`src/rtl/apu_i2s_receiver.sv`:
```
// ============================================================================
// apu_i2s_receiver : I2S capture into MCLK-domain stereo frames (valid/ready)
// Revision 1.0
// ============================================================================
`default_nettype none

module apu_i2s_receiver #(
  parameter int SAMPLE_WIDTH = 24,
  parameter int SLOT_WIDTH   = 32,
  parameter int SYNC_STAGES  = 2
) (
  input  logic                    mclk_i,
  input  logic                    reset_n_i,
  input  logic                    lrclk_i,
  input  logic                    sclk_i,
  input  logic                    din_i,
  output logic [SAMPLE_WIDTH-1:0] left_sample_o,
  output logic [SAMPLE_WIDTH-1:0] right_sample_o,
  output logic                    sample_valid_o,
  input  logic                    sample_ready_i,
  output logic                    overrun_o,
  output logic                    framing_error_o,
  input  logic                    err_clear_i
);

  localparam int CNT_W = (SAMPLE_WIDTH > 1) ? $clog2(SAMPLE_WIDTH) : 1;

  generate
    if (SLOT_WIDTH < SAMPLE_WIDTH + 1 || SYNC_STAGES < 2) begin : g_param_check
      $error("apu_i2s_receiver: invalid SLOT_WIDTH or SYNC_STAGES");
    end
  endgenerate

  typedef enum logic [1:0] {
    S_WAIT_LEFT = 2'd0,
    S_DELAY     = 2'd1,
    S_SHIFT     = 2'd2,
    S_PAD       = 2'd3
  } state_t;

  logic [SYNC_STAGES-1:0]  lr_sync_q, sclk_sync_q, din_sync_q;
  logic                    lr_prev_q, sclk_prev_q;
  state_t                  state_q, state_d;
  logic                    chan_q, chan_d;
  logic [CNT_W-1:0]        cnt_q, cnt_d;
  logic [SAMPLE_WIDTH-2:0] shift_q, shift_d;
  logic [SAMPLE_WIDTH-1:0] stage_q, stage_d;
  logic [SAMPLE_WIDTH-1:0] left_q, left_d, right_q, right_d;
  logic                    valid_q, valid_d;
  logic                    ovr_q, ovr_d, fe_q, fe_d;

  logic                    w_lr_s, w_sclk_s, w_din_s;
  logic                    w_lr_fall, w_lr_rise, w_sclk_rise, w_last;
  logic [SAMPLE_WIDTH-1:0] w_word;
  state_t                  w_start;
  logic                    frame_done, fe_set, ovr_set;

  always_ff @(posedge mclk_i) begin
    if (!reset_n_i) begin
      lr_sync_q   <= '0;
      sclk_sync_q <= '0;
      din_sync_q  <= '0;
      lr_prev_q   <= 1'b0;
      sclk_prev_q <= 1'b0;
    end else begin
      lr_sync_q   <= {lr_sync_q[SYNC_STAGES-2:0], lrclk_i};
      sclk_sync_q <= {sclk_sync_q[SYNC_STAGES-2:0], sclk_i};
      din_sync_q  <= {din_sync_q[SYNC_STAGES-2:0], din_i};
      lr_prev_q   <= lr_sync_q[SYNC_STAGES-1];
      sclk_prev_q <= sclk_sync_q[SYNC_STAGES-1];
    end
  end

  assign w_lr_s      = lr_sync_q[SYNC_STAGES-1];
  assign w_sclk_s    = sclk_sync_q[SYNC_STAGES-1];
  assign w_din_s     = din_sync_q[SYNC_STAGES-1];
  assign w_lr_fall   = lr_prev_q & ~w_lr_s;
  assign w_lr_rise   = ~lr_prev_q & w_lr_s;
  assign w_sclk_rise = ~sclk_prev_q & w_sclk_s;
  assign w_word      = {shift_q, w_din_s};
  assign w_last      = (cnt_q == CNT_W'(SAMPLE_WIDTH - 1));
  // An SCLK edge coinciding with the slot-start edge is the delay bit itself.
  assign w_start     = w_sclk_rise ? S_SHIFT : S_DELAY;

  always_comb begin
    state_d    = state_q;
    chan_d     = chan_q;
    cnt_d      = cnt_q;
    shift_d    = shift_q;
    stage_d    = stage_q;
    frame_done = 1'b0;
    fe_set     = 1'b0;
    case (state_q)
      S_WAIT_LEFT: begin
        if (w_lr_fall) begin
          state_d = w_start;
          chan_d  = 1'b0;
          cnt_d   = '0;
        end
      end
      S_DELAY, S_SHIFT: begin
        if (w_lr_fall) begin
          fe_set  = 1'b1;
          state_d = w_start;
          chan_d  = 1'b0;
          cnt_d   = '0;
        end else if (w_lr_rise) begin
          fe_set  = 1'b1;
          state_d = S_WAIT_LEFT;
          chan_d  = 1'b0;
          cnt_d   = '0;
          stage_d = '0;
        end else if (w_sclk_rise) begin
          if (state_q == S_DELAY) begin
            state_d = S_SHIFT;
          end else begin
            shift_d = w_word[SAMPLE_WIDTH-2:0];
            cnt_d   = cnt_q + 1'b1;
            if (w_last) begin
              cnt_d   = '0;
              state_d = S_PAD;
              if (!chan_q) stage_d = w_word;
              else         frame_done = 1'b1;
            end
          end
        end
      end
      S_PAD: begin
        if (w_lr_rise && !chan_q) begin
          state_d = w_start;
          chan_d  = 1'b1;
          cnt_d   = '0;
        end else if (w_lr_fall && chan_q) begin
          state_d = w_start;
          chan_d  = 1'b0;
          cnt_d   = '0;
        end
      end
      default: state_d = S_WAIT_LEFT;
    endcase
  end

  // A completing frame may reuse the output slot in the same cycle it is accepted.
  always_comb begin
    left_d  = left_q;
    right_d = right_q;
    valid_d = valid_q;
    ovr_set = 1'b0;
    if (frame_done) begin
      if (!valid_q || sample_ready_i) begin
        left_d  = stage_q;
        right_d = w_word;
        valid_d = 1'b1;
      end else begin
        ovr_set = 1'b1;
      end
    end else if (valid_q && sample_ready_i) begin
      valid_d = 1'b0;
    end
    ovr_d = ovr_set | (ovr_q & ~err_clear_i);
    fe_d  = fe_set  | (fe_q  & ~err_clear_i);
  end

  always_ff @(posedge mclk_i) begin
    if (!reset_n_i) begin
      state_q <= S_WAIT_LEFT;
      chan_q  <= 1'b0;
      cnt_q   <= '0;
      shift_q <= '0;
      stage_q <= '0;
      left_q  <= '0;
      right_q <= '0;
      valid_q <= 1'b0;
      ovr_q   <= 1'b0;
      fe_q    <= 1'b0;
    end else begin
      state_q <= state_d;
      chan_q  <= chan_d;
      cnt_q   <= cnt_d;
      shift_q <= shift_d;
      stage_q <= stage_d;
      left_q  <= left_d;
      right_q <= right_d;
      valid_q <= valid_d;
      ovr_q   <= ovr_d;
      fe_q    <= fe_d;
    end
  end

  assign left_sample_o   = left_q;
  assign right_sample_o  = right_q;
  assign sample_valid_o  = valid_q;
  assign overrun_o       = ovr_q;
  assign framing_error_o = fe_q;

endmodule

`default_nettype wire

```
`config.mk`:
```
export PLATFORM = sky130hd
export DESIGN_NAME = apu_i2s_receiver
export DESIGN_NICKNAME = d
export VERILOG_FILES = /design/src/rtl/apu_i2s_receiver.sv
export SDC_FILE = /design/constraint.sdc
export NUM_CORES = 1
export LEC_CHECK = 0
export CAP_MARGIN = 20
export CORE_ASPECT_RATIO = 0.5
export CORE_MARGIN = 5
export CORE_UTILIZATION = 35
export CTS_CLUSTER_SIZE = 24
export DETAILED_ROUTE_END_ITERATION = 8
export GPL_TIMING_DRIVEN = 0
export HOLD_SLACK_MARGIN = 0.15
export PLACE_DENSITY = 0.58
export SLEW_MARGIN = 20
export SYNTH_ARGS = -nofsm -noshare
export SYNTH_HDL_FRONTEND = slang
export SYNTH_SLANG_ARGS = --single-unit
```
`constraint.sdc`:
```
create_clock -name mclk_i -period 2.8 [get_ports mclk_i]
set_clock_uncertainty 0.15 [all_clocks]
set_input_delay 0.56 -clock mclk_i [delete_from_list [all_inputs] [get_ports mclk_i]]
set_output_delay 0.56 -clock mclk_i [all_outputs]
set_load 0.005 [all_outputs]
```
==> results_dict.tcl <==
set metrics [dict create \
    outcome "complete, no violations" \
    dp_slack_ns 0.348 \
    postCtsSetupRepairBufs 0 \
    synthMostInstantiatedCell "nand2_1" \
    avgSynthCellArea_um2 9.37 \
    rows 29 \
    synthAdderAreaFrac 0.0198 \
    crit_top_cell "buf_12" \
    antenna_cells 0 \
    cts_tree "done" \
    fillCellCount 1234 \
    ioPinCount 58 \
    htreeDepth 4 \
    drive_gt1_frac 0.0823 \
    synth_xor_area_frac 0 \
    first_global_vias 3306 \
    hold_path_class "flop to flop" \
    cts_resized 0 \
    place_congestion 0.796 \
    vias_per_cell 4.74 \
    crit_path_end_kind "flop" \
    fp.dieW_um 169 \
    fin_crit_ns 2.48 \
    cts_hold_buffers 0 \
    synth.distinct_cells 46 \
    synth_top_area_cell "dfxtp_1" \
    finalSetupViolations 0 \
    worstMarginPinSlew_ns 0.651 \
    cp_slowest_cell "dfxtp_1" \
    areaGrowthSynthToFinish_pct 31.3 \
    required_ns 2.98 \
    ant_nets 0 \
    crit_path_cell_trace "inv_1 > ha_1 > and2b_1 > nand4_1 > nor2b_1 > buf_2 > buf_12 > buf_12 > mux2i_1" \
    via_count 3455 \
    irDropWorstVdd_mv 0.359 \
    core_um2 12500 \
    dp_hpwl_um 7090 \
    max_freq_mhz 404 \
    clock-root-buffer "clkbuf_16" \
    finalMaxSlewViolations 0 \
    synth_compound_area_frac 0.114 \
    seq_area_frac_synth 0.517 \
    drt_iter0_drc 159 \
    slew_headroom 0.566 \
    synthCells 471 \
    synthTopCellsByCount "nand2_1, dfxtp_1, mux2i_1, a21oi_1, a22o_1" \
    powerDensity_nw_per_um2 717 \
    timing.final.crit_share 0.885 \
    synthFlopType "dfxtp_1" \
    register_area_um2 2280 \
    globalRouteOverflowTotal 0 \
    cp_top_family "simple AND/OR/NAND/NOR gates" \
    r2r-start "state_q[0]$_SDFFE_PN0P_" \
    antenna_found_initial 0 \
    synth_top_area_share 0.517 \
    grt_pass1_wl_um 16800 \
    layout_setup_ws_ns 0.323 \
    cts.clk_slew.worst_paths_ns 0.05 \
    slowest_delay_ns 0.43 \
    grt_max_degree 17 \
    synth_area_um2 4420 \
    die_h_um 89.4 \
    leakage_nw 1.99 \
    clkLatencyLatePin_ns 0.41 \
    maxCapViolCount 0 \
    synth_top_family_by_area "simple AND/OR/NAND/NOR gates" \
    die_area_um2 15100 \
    clock_sinks 114 \
    drc 0 \
    track_usage 0.143 \
    critPathBufInv 4 \
    portBuffers 56 \
    netlist_top_cells_area "dfxtp_1, nand2_1, mux2i_1" \
    start_util 0.353 \
    cts_buffer_depth 2 \
    totalWireLength_um 10200 \
    power_mw 4.15 \
    critPathKind "flop to flop" \
    worstHoldStart "din_sync_q[0]$_SDFF_PN0_" \
    hold_viol_final 0 \
    nets 560 \
    crit_path_start_kind "flop" \
    numCtsBuffers 17 \
    async_reset_ff_frac 0 \
    drtPass1Iterations 4 \
    synthMuxAreaShare 0.111 \
    cp_max_fo 10 \
    wire_per_inst_um 14.0 \
    cp.arrival_ns 2.66 \
    ys_warn_count 0 \
    hold_slack_ns 0.282 \
    synth_edf_count 0 \
    multi_input_area_um2 1900 \
    fin_tns_setup_ns 0 \
    rsz0062_at_grt "no" \
    yosys.area_share.simple 0.185 \
    crit_start "state_q[0]$_SDFFE_PN0P_" \
    finish.utilization 0.463 \
    syn-num-nets 485 \
    synth-seq-cells 114 \
]
==> logic make-up (layout without fill, tap and decap cells) <==
logic type                 count (synthesis)  after routing
AOI/OAI and AO/OA                         71             71
adders and majority gates                  7              7
buffers and inverters                     41            129
DFF                                      114            114
muxes                                     49             49
and+or+nand+nor                          189            189
==> stage by stage <==
| step | cell area (µm²) | cells |
|---|---|---|
| 3_3_place_gp | 5190 | 697 |
| 6_report | 5800 | 729 |
| 4_1_cts | 5800 | 729 |
| 3_5_place_dp | 5190 | 697 |
| 2_1_floorplan | 4420 | 471 |
| 5_1_grt | 5800 | 729 |
==> cell type report <==
cell class,count,share of cell area
Tap cell,170,0.0367
Multi-Input combinational cell,316,0.327
Clock inverter,9,0.0222
Timing Repair Buffer,56,0.0967
Clock buffer,23,0.0825
Sequential cell,114,0.394
Buffer,33,0.0356
Inverter,8,0.00518
==> flip-flops by register name, indices dropped and copies added (netlist names) <==
name / flops
left_sample_o: 24
right_sample_o: 24
stage_q: 24
shift_q: 23
cnt_q: 5
din_sync_q: 2
lr_sync_q: 2
sclk_sync_q: 2
state_q: 2
chan_q: 1
framing_error_o: 1
lr_prev_q: 1
overrun_o: 1
sample_valid_o: 1
sclk_prev_q: 1
==> worst paths after layout <==
| kind | to | slack [ns] | depth (start not counted) |
|---|---|---|---|
| max | right_sample_o[18]$_SDFFE_PN0P_ | 0.32 | 9 |
| min | din_sync_q[1]$_SDFF_PN0_ | 0.28 | 1 |
| max reg2reg | right_sample_o[18]$_SDFFE_PN0P_ | 0.32 | 9 |
| min reg2reg | din_sync_q[1]$_SDFF_PN0_ | 0.28 | 1 |
==> layer usage <==
layer  track usage  wire length, µm
met1         0.192             5210
met2         0.218             4490
met3        0.0415              447
met4        0.0574               92
met5             0                0
==> cell usage in the layout (no fill, tap or decap), types with 5 or more instances in the layout <==
master / count
nand2_1: 149
dfxtp_1: 114
clkdlybuf4s50_1: 56
mux2i_1: 49
a21oi_1: 28
a22o_1: 24
clkbuf_1: 21
clkbuf_16: 17
inv_1: 8
and2_1: 8
ha_1: 7
nand2b_1: 6
nor2_1: 6
buf_2: 5
==> power breakdown <==
part | total, mW | switching [mW] | internal [mW]
sequential | 1.66 | 0.0169 | 1.64
combinational | 0.300 | 0.198 | 0.102
clock | 2.19 | 0.730 | 1.47
total | 4.15 | 0.945 | 3.21
(Power assumes the default switching activity.)
